[src/rtl/clock_pkg.sv]
// Shared encodings and field geometry for the digital clock time-keeping path.
package clock_pkg;

    typedef enum logic [1:0] {
        ST_RUN   = 2'd0,
        ST_SET_H = 2'd1,
        ST_SET_M = 2'd2,
        ST_SET_S = 2'd3
    } state_t;

    localparam int unsigned HOUR_W  = 5;
    localparam int unsigned MIN_W   = 6;
    localparam int unsigned SEC_W   = 6;
    localparam int unsigned SEC_MOD = 60;
    localparam int unsigned MIN_MOD = 60;

endpackage

[src/rtl/mod_updown_cnt.sv]
// Modulo-MOD up/down counter with parallel load; carry-out flags an up-step wrapping to zero.
module mod_updown_cnt #(
    parameter int unsigned W    = 6,
    parameter int unsigned MOD  = 60,
    parameter int unsigned INIT = 0
) (
    input  logic         clk,
    input  logic         rstn,
    input  logic         i_inc,
    input  logic         i_dec,
    input  logic         i_load,
    input  logic [W-1:0] i_load_val,
    output logic [W-1:0] o_value,
    output logic         o_carry_c
);

    logic [W-1:0] r_value;
    logic         w_top;

    assign w_top     = (r_value == W'(MOD - 1));
    assign o_carry_c = i_inc & ~i_dec & ~i_load & w_top;
    assign o_value   = r_value;

    // Simultaneous inc and dec cancel out
    always_ff @(posedge clk or negedge rstn) begin
        if (!rstn) begin
            r_value <= W'(INIT);
        end else if (i_load) begin
            r_value <= i_load_val;
        end else if (i_inc && !i_dec) begin
            r_value <= w_top ? '0 : r_value + W'(1);
        end else if (i_dec && !i_inc) begin
            r_value <= (r_value == '0) ? W'(MOD - 1) : r_value - W'(1);
        end
    end

endmodule

[src/rtl/time_adjust_ctrl.sv]
// Authoritative hh:mm:ss keeper: run/set mode sequencing, key adjust, 1 Hz advance
// and serial time load, with load > mode > inc/dec > tick priority.
module time_adjust_ctrl
    import clock_pkg::*;
#(
    parameter int unsigned HOUR_MOD = 24,
    parameter int unsigned INIT_H   = 0,
    parameter int unsigned INIT_M   = 0,
    parameter int unsigned INIT_S   = 0
) (
    input  logic              clk,
    input  logic              rstn,
    input  logic              key_mode_p,
    input  logic              key_inc_p,
    input  logic              key_dec_p,
    input  logic              tick_1hz,
    input  logic              load_valid,
    input  logic [HOUR_W-1:0] load_h,
    input  logic [MIN_W-1:0]  load_m,
    input  logic [SEC_W-1:0]  load_s,
    output logic [HOUR_W-1:0] hour,
    output logic [MIN_W-1:0]  min,
    output logic [SEC_W-1:0]  sec,
    output logic [1:0]        edit_field,
    output logic              time_changed,
    output logic              load_err
);

    state_t r_state, w_state_nxt;
    logic   r_time_changed, r_load_err;
    logic   w_changed, w_err, w_load, w_load_ok, w_tick_run;
    logic   w_h_key_inc, w_h_dec, w_m_key_inc, w_m_dec, w_s_key_inc, w_s_dec;
    logic   w_h_inc, w_m_inc, w_s_inc;
    logic   w_sec_carry, w_min_carry, w_hour_carry_unused;

    assign w_load_ok = (load_h < HOUR_W'(HOUR_MOD)) && (load_m < MIN_W'(MIN_MOD))
                    && (load_s < SEC_W'(SEC_MOD));

    // Carries only ripple on a running tick, never during field editing
    assign w_s_inc = w_s_key_inc | w_tick_run;
    assign w_m_inc = w_m_key_inc | (w_tick_run & w_sec_carry);
    assign w_h_inc = w_h_key_inc | (w_tick_run & w_min_carry);

    always_comb begin
        w_state_nxt = r_state;
        w_load      = 1'b0;
        w_err       = 1'b0;
        w_changed   = 1'b0;
        w_tick_run  = 1'b0;
        w_h_key_inc = 1'b0;
        w_h_dec     = 1'b0;
        w_m_key_inc = 1'b0;
        w_m_dec     = 1'b0;
        w_s_key_inc = 1'b0;
        w_s_dec     = 1'b0;
        if (load_valid) begin
            if (w_load_ok) begin
                w_load      = 1'b1;
                w_state_nxt = ST_RUN;
                w_changed   = 1'b1;
            end else begin
                w_err = 1'b1;
            end
        end else if (key_mode_p) begin
            case (r_state)
                ST_RUN:   w_state_nxt = ST_SET_H;
                ST_SET_H: w_state_nxt = ST_SET_M;
                ST_SET_M: w_state_nxt = ST_SET_S;
                default:  w_state_nxt = ST_RUN;
            endcase
        end else if (key_inc_p || key_dec_p) begin
            w_changed = (r_state != ST_RUN) && (key_inc_p ^ key_dec_p);
            case (r_state)
                ST_SET_H: begin w_h_key_inc = key_inc_p; w_h_dec = key_dec_p; end
                ST_SET_M: begin w_m_key_inc = key_inc_p; w_m_dec = key_dec_p; end
                ST_SET_S: begin w_s_key_inc = key_inc_p; w_s_dec = key_dec_p; end
                default:  ;
            endcase
        end else if (tick_1hz && (r_state == ST_RUN)) begin
            w_tick_run = 1'b1;
            w_changed  = 1'b1;
        end
    end

    always_ff @(posedge clk or negedge rstn) begin
        if (!rstn) begin
            r_state        <= ST_RUN;
            r_time_changed <= 1'b0;
            r_load_err     <= 1'b0;
        end else begin
            r_state        <= w_state_nxt;
            r_time_changed <= w_changed;
            r_load_err     <= w_err;
        end
    end

    mod_updown_cnt #(.W(SEC_W), .MOD(SEC_MOD), .INIT(INIT_S)) u_sec (
        .clk(clk), .rstn(rstn), .i_inc(w_s_inc), .i_dec(w_s_dec), .i_load(w_load),
        .i_load_val(load_s), .o_value(sec), .o_carry_c(w_sec_carry)
    );

    mod_updown_cnt #(.W(MIN_W), .MOD(MIN_MOD), .INIT(INIT_M)) u_min (
        .clk(clk), .rstn(rstn), .i_inc(w_m_inc), .i_dec(w_m_dec), .i_load(w_load),
        .i_load_val(load_m), .o_value(min), .o_carry_c(w_min_carry)
    );

    mod_updown_cnt #(.W(HOUR_W), .MOD(HOUR_MOD), .INIT(INIT_H)) u_hour (
        .clk(clk), .rstn(rstn), .i_inc(w_h_inc), .i_dec(w_h_dec), .i_load(w_load),
        .i_load_val(load_h), .o_value(hour), .o_carry_c(w_hour_carry_unused)
    );

    assign edit_field   = r_state;
    assign time_changed = r_time_changed;
    assign load_err     = r_load_err;

endmodule

[config.mk]
export PLATFORM = sky130hd
export DESIGN_NAME = time_adjust_ctrl
export DESIGN_NICKNAME = d
export VERILOG_FILES = /design/src/rtl/clock_pkg.sv /design/src/rtl/mod_updown_cnt.sv /design/src/rtl/time_adjust_ctrl.sv
export SDC_FILE = /design/constraint.sdc
export NUM_CORES = 1
export LEC_CHECK = 0
export CORE_ASPECT_RATIO = 1.5
export CORE_MARGIN = 2
export CORE_UTILIZATION = 49
export CTS_CLUSTER_DIAMETER = 200
export CTS_CLUSTER_SIZE = 12
export DETAILED_ROUTE_END_ITERATION = 10
export GPL_TIMING_DRIVEN = 1
export PLACE_DENSITY = 0.78
export SLEW_MARGIN = 20
export SYNTH_ARGS = -nofsm -noshare
export SYNTH_HDL_FRONTEND = slang
export SYNTH_SLANG_ARGS = --single-unit
export TNS_END_PERCENT = 30
[constraint.sdc]
create_clock -name clk -period 4.3 [get_ports clk]
set_clock_uncertainty 0.15 [all_clocks]
set_input_delay 0.86 -clock clk [delete_from_list [all_inputs] [get_ports clk]]
set_output_delay 0.86 -clock clk [all_outputs]
set_load 0.1 [all_outputs]
==> impl_metrics.toml <==
[setup_path]
worst-path-max-fanout = 6
cp-startpoint = "key_dec_p"
r2r_setup_slack_ns = 1.14
worstPathArrival_ns = 3.96
critPathKind = "in2reg"
r2r.worst_path.cells = 16
end_kind = "register"
worstReg2RegStart = "edit_field[0]$_DFFE_PN0P_"
critPathLaunchType = "primary input"
crit_required_ns = 4.30

[sta]
slew_headroom_pct = 34.6
clock.fmax_mhz = 253
slew_viol_final = 0
period_minus_slack_ns = 3.96
hold_viol_final = 0
tightest_slew_ns = 0.977
finalCritPeriodShare_pct = 92.1
setup_viol = 0
rsz0062_at_grt = "no"
finalSetupTns_ns = 0

[routing]
vias = 2075
drc = 0
drt-vias-per-instance = 6.25
drt_iter0_drc = 104
wl_per_cell_um = 15.8
drt_wl_total_mm = 5.23
drt-pass1-iter-count = 5
postRouteAntennaNets = 0

[grt]
grt_pass1_wl_mm = 8.58
grt_pass1_vias = 1891
antenna_found_initial = 0
grt_overflow = 0
grt_usage_pct = 23.0
grt_max_degree = 27

[cts]
insertion_delay_ns = 0.26
cts_tree = "done"
clockBufferDepth = 2
htreeDepth = 1
cts_made_buffers = 3
cts_hold_buf = 0
cts.sinks = 21
clkSlewWorstSetupHoldPaths_ns = 0.08
cts_root_buffer = "clkbuf_8"

[placed_design]
io_buffers = 44
dp_hpwl_mm = 3.88
place.gp.congestion = 0.949

[synthesis]
yosysMostFrequentCell = "inv_1"
synth_edf_count = 0
synth.yosys.seq_area_share_pct = 26.2
synth_cells = 249
synth_area_per_cell_um2 = 8.05
syn-num-nets = 289
synth-seq-cells = 21
yosys-top-cells-area = "dfrtp_1 (26%), ha_1 (10%), inv_1 (4.1%)"
synth-async-reset-ratio_pct = 100
synth.top_cell.area_share_pct = 26.2
synth_area_um2 = 2010
synthFlopType = "dfrtp_1"
synth.distinct_cells = 58
synth_top_cell_by_area = "dfrtp_1"
synth_commonest_cells = "inv_1 (22), dfrtp_1 (21), nor2_1 (17)"
yosysWarnings = 0

[floorplan]
die_h_um = 82.4
rows = 28
initial_utilization_pct = 51.1
ios = 45
die_area_um2 = 4630
coreArea_um2 = 3920
dieWidth_um = 56.2

[power_and_ir_drop]
p_seq_share_pct = 31.5
power.total_uw = 947
p_leak_nw = 1.06
p_comb_share_pct = 54.3
p_per_area_nw_per_um2 = 376
switching_share_pct = 52.4
ir_drop_uv = 290
p_switching_uw = 496
clock_power_share_pct = 14.2
p_int_uw = 451

[cells_and_area]
fill_cells = 332
drive_gt1_share_pct = 7.67
insertedDiodeCount = 0
num-nets-final = 328
area_growth_pct = 25.8

[min_path]
min_from = "edit_field[0]$_DFFE_PN0P_"
min_path_cells = 1
hold_path_class = "reg2reg"

[outcome]
outcome = "complete, no violations"

[flow_run]
max-cap-violations = 0
## critical path, stage by stage
cell	delay, ns
clkdlybuf4s50_1	0.52
inv_1	0.06
ha_1	0.20
nor2_1	0.15
buf_4	0.13
nand4_1	0.10
ha_1	0.20
nand4_1	0.09
o32ai_1	0.09
ha_1	0.20
nand3_1	0.09
o32ai_2	0.10
ha_2	0.21
buf_4	0.15
buf_4	0.13
o311a_1	0.29
nor4_1	0.27
o21ai_1	0.11
## cell type report
cell class	instances	area, µm²	share of cell area (%)
Multi-Input combinational cell	188	1320	52.1
Sequential cell	21	526	20.8
Timing Repair Buffer	51	493	19.5
Inverter	23	86.3	3.42
Tap cell	45	56.3	2.23
Clock buffer	3	41.3	1.64
Clock inverter	1	5.00	0.198
## registers in the layout, summed over array words and instances (netlist names)
name,count
u_min.o_value,6
u_sec.o_value,6
u_hour.o_value,5
edit_field,2
load_err,1
time_changed,1
## power by group through the flow
stage	Combinational [mW]	Clock [mW]	Sequential [mW]
finish	0.514	0.134	0.299
global route	0.544	0.147	0.307
CTS	0.513	0.139	0.297
detailed placement	0.511	0	0.300
global placement	0.506	0	0.301
floorplan	0.197	0	0.484
## logic make-up (layout without fill, tap and decap cells)
logic type / Yosys count / after routing / share of synthesized area [%]
mux: 5 / 5 / 2.62
buf+inv: 40 / 78 / 8.73
xor+xnor: 5 / 5 / 2.18
compound gates: 82 / 82 / 28.2
fa+ha+maj: 16 / 16 / 9.98
flops: 21 / 21 / 26.2
simple gates: 80 / 80 / 22.1
## layout by cell type, fill, tap and decap left out, types with 6 or more instances in the layout
master           Yosys  final
a31oi_1             11     11
nor2_1              17     17
o211ai_1             7      7
nor3_1               6      6
a21oi_1             13     13
nand2_1             16     16
ha_1                16     15
o21ai_0             15     14
nand4_1              7      7
clkdlybuf4s50_1      0     44
dfrtp_1             21     21
buf_4                0      7
inv_1               22     22
## per-stage QoR
step / setup WS, ns / std cells / area [µm²] / hold slack (ns) / utilization (%)
global placement: 0.122 / 325 / 2440 / 0.423 / 62.3
finish: 0.341 / 332 / 2520 / 0.427 / 64.3
detailed placement: -0.0775 / 325 / 2440 / 0.422 / 62.3
global route: 0.0298 / 332 / 2520 / 0.466 / 64.3
CTS: 0.170 / 329 / 2490 / 0.438 / 63.5
floorplan: 0.0770 / 249 / 2010 / 0.414 / -
## layer usage
layer | vias up | global-route usage, % | wire [µm]
met4 | 0 | 9.29 | 141
li1 | 1009 | - | -
met2 | 78 | 43.2 | 2830
met1 | 972 | 26.7 | 2050
met5 | - | 0 | 0
met3 | 16 | 2.34 | 213
## path summary, 6_finish.rpt
check	end
max	u_hour.o_value[3]$_DFFE_PN0P_
min	edit_field[0]$_DFFE_PN0P_
max reg2reg	u_hour.o_value[3]$_DFFE_PN0P_
min reg2reg	edit_field[0]$_DFFE_PN0P_
max in group asynchronous	u_sec.o_value[2]$_DFFE_PN0P_
min in group asynchronous	edit_field[1]$_DFFE_PN0P_
## repair_timing
item | 4_1_cts | 5_1_grt
resized for setup | 0 | 3
setup endpoints to repair | 0 | 4
setup buffers | 0 | 3
Note: power is estimated with default switching activity, not from simulation.
==> variant, RTL diff (same settings) <==
Register the input `load_m` before use, cleared by the reset. The logic sees it one clock later. The other inputs are not delayed to match.
--- a/src/rtl/time_adjust_ctrl.sv
+++ b/src/rtl/time_adjust_ctrl.sv
@@ -26,6 +26,16 @@
     output logic              load_err
 );
 
+    logic [MIN_W-1:0] load_m_q;
+
+    always_ff @(posedge clk or negedge rstn) begin
+        if (!rstn) begin
+            load_m_q <= '0;
+        end else begin
+            load_m_q <= load_m;
+        end
+    end
+
     state_t r_state, w_state_nxt;
     logic   r_time_changed, r_load_err;
     logic   w_changed, w_err, w_load, w_load_ok, w_tick_run;
@@ -33,7 +43,7 @@
     logic   w_h_inc, w_m_inc, w_s_inc;
     logic   w_sec_carry, w_min_carry, w_hour_carry_unused;
 
-    assign w_load_ok = (load_h < HOUR_W'(HOUR_MOD)) && (load_m < MIN_W'(MIN_MOD))
+    assign w_load_ok = (load_h < HOUR_W'(HOUR_MOD)) && (load_m_q < MIN_W'(MIN_MOD))
                     && (load_s < SEC_W'(SEC_MOD));
 
     // Carries only ripple on a running tick, never during field editing
@@ -101,7 +111,7 @@
 
     mod_updown_cnt #(.W(MIN_W), .MOD(MIN_MOD), .INIT(INIT_M)) u_min (
         .clk(clk), .rstn(rstn), .i_inc(w_m_inc), .i_dec(w_m_dec), .i_load(w_load),
-        .i_load_val(load_m), .o_value(min), .o_carry_c(w_min_carry)
+        .i_load_val(load_m_q), .o_value(min), .o_carry_c(w_min_carry)
     );
 
     mod_updown_cnt #(.W(HOUR_W), .MOD(HOUR_MOD), .INIT(INIT_H)) u_hour (
Check against the original RTL: not equivalent (Yosys sat finds a counterexample within 4 cycles, from zero or initial values and one cycle with rstn low).
==> variant against the unedited design <==
Total power up 6.6%. Area after synthesis increased by 5.1%. Design area grew 8.4%. Clock power is 15% higher. Cell count rose by 5.7%. Setup slack worse by 0.10 ns. Register-to-register slack lost 0.17 ns. Non-clock buffer count increased by 9. Fmax fell by 2.5%. Wire length up 7.7%. Largest power group unchanged. Sequential cell count rose by 6.
==> variant: results (changes against the unedited design) <==
* Clock latency of the later-clocked register in the worst-skew pair at 0.28 ns (was 0.26 ns)
* Last weighted congestion value of the routability-driven placer at 0.912 (was 0.949)
* Footprint of the multi-input gates at 1320 um^2 (about the same)
* Final hold slack at 0.330 ns (was 0.427 ns)
* Multiplexer fraction of the synthesized cell area at 2.02% (was 2.62%)
* Complex-gate fraction of the synthesized area at 23.2% (was 28.2%)
* Routed len/inst at 16.0 um (was 15.8 um)
* Global routing met2 resource utilization at 43.1% (was 43.2%)
* Fraction of synthesized cell area in xor and xnor cells at 2.08% (was 2.18%)
* Synth cell types at 50 (was 58)
* Largest net degree at the start of global routing at 28 (was 27)
* Top post-synthesis cells by area: sky130_fd_sc_hd__dfrtp_1 32%, sky130_fd_sc_hd__ha_1 9.5%, sky130_fd_sc_hd__nor2_1 4.3% (was sky130_fd_sc_hd__dfrtp_1 26%, sky130_fd_sc_hd__ha_1 10%, sky130_fd_sc_hd__inv_1 4.1%)
* Seq pwr share at 35.8% (was 31.5%)
* Mean instance size in the synthesized netlist at 8.17 um^2 (was 8.05 um^2)
* Met2 Routed Length at 3.14 mm (was 2.83 mm)
* Met3 routing resource usage after global routing at 2.00% (was 2.34%)
* #MultiIn Comb at 195 (was 188)
* Leak pwr at 1.10 nW (was 1.06 nW)
* Data arrival time at the worst-slack endpoint at 4.12 ns (was 3.96 ns)
* Adder-cell share of the synthesized area at 9.50% (was 9.98%)
* Worst IR drop on VDD at 263 uV (was 290 uV)
* Clock-pin slew of the registers on the worst-case setup and hold paths at 0.10 ns (was 0.08 ns)
* Routed length on met1 at 2.15 mm (was 2.05 mm)
* Power in sequential cells at 0.362 mW (was 0.299 mW)
* Clock network area share at 1.78% (was 1.84%)
* Fillers at 360 (was 332)
* Pre-CTS setup slack at -0.206 ns (was -0.0775 ns)
* Placed cell areas at 2650 um^2 (was 2440 um^2)
* Portion of the post-synthesis area used by sequential elements at 32.0% (was 26.2%)
* Non-clock buffers at 60 (was 51)
* Power dissipated by switching net loads at 0.503 mW (was 0.496 mW)
* GRT Util Overall at 23.6% (was 23.0%)
* Status: finished, final reports clean (unchanged)
* Number of ordinary inverters in the final layout at 19 (was 23)
* Via count at 2,176 (was 2,075)
* Highest fanout seen on the critical path at 10 (was 6)
==> variant: critical path: stages <==
cell and delay (ns):
sky130_fd_sc_hd__clkdlybuf4s50_1 0.47, sky130_fd_sc_hd__inv_1 0.05, sky130_fd_sc_hd__ha_1 0.22, sky130_fd_sc_hd__nor2_2 0.13, sky130_fd_sc_hd__nand2_1 0.09, sky130_fd_sc_hd__o21ai_1 0.15
sky130_fd_sc_hd__ha_2 0.20, sky130_fd_sc_hd__or3b_4 0.40, sky130_fd_sc_hd__o32ai_2 0.13, sky130_fd_sc_hd__ha_2 0.21, sky130_fd_sc_hd__nand2_1 0.07, sky130_fd_sc_hd__o32ai_2 0.22
sky130_fd_sc_hd__ha_2 0.22, sky130_fd_sc_hd__buf_6 0.13, sky130_fd_sc_hd__nand3_1 0.08, sky130_fd_sc_hd__a211oi_1 0.21, sky130_fd_sc_hd__o21ai_0 0.10, sky130_fd_sc_hd__a31oi_1 0.18
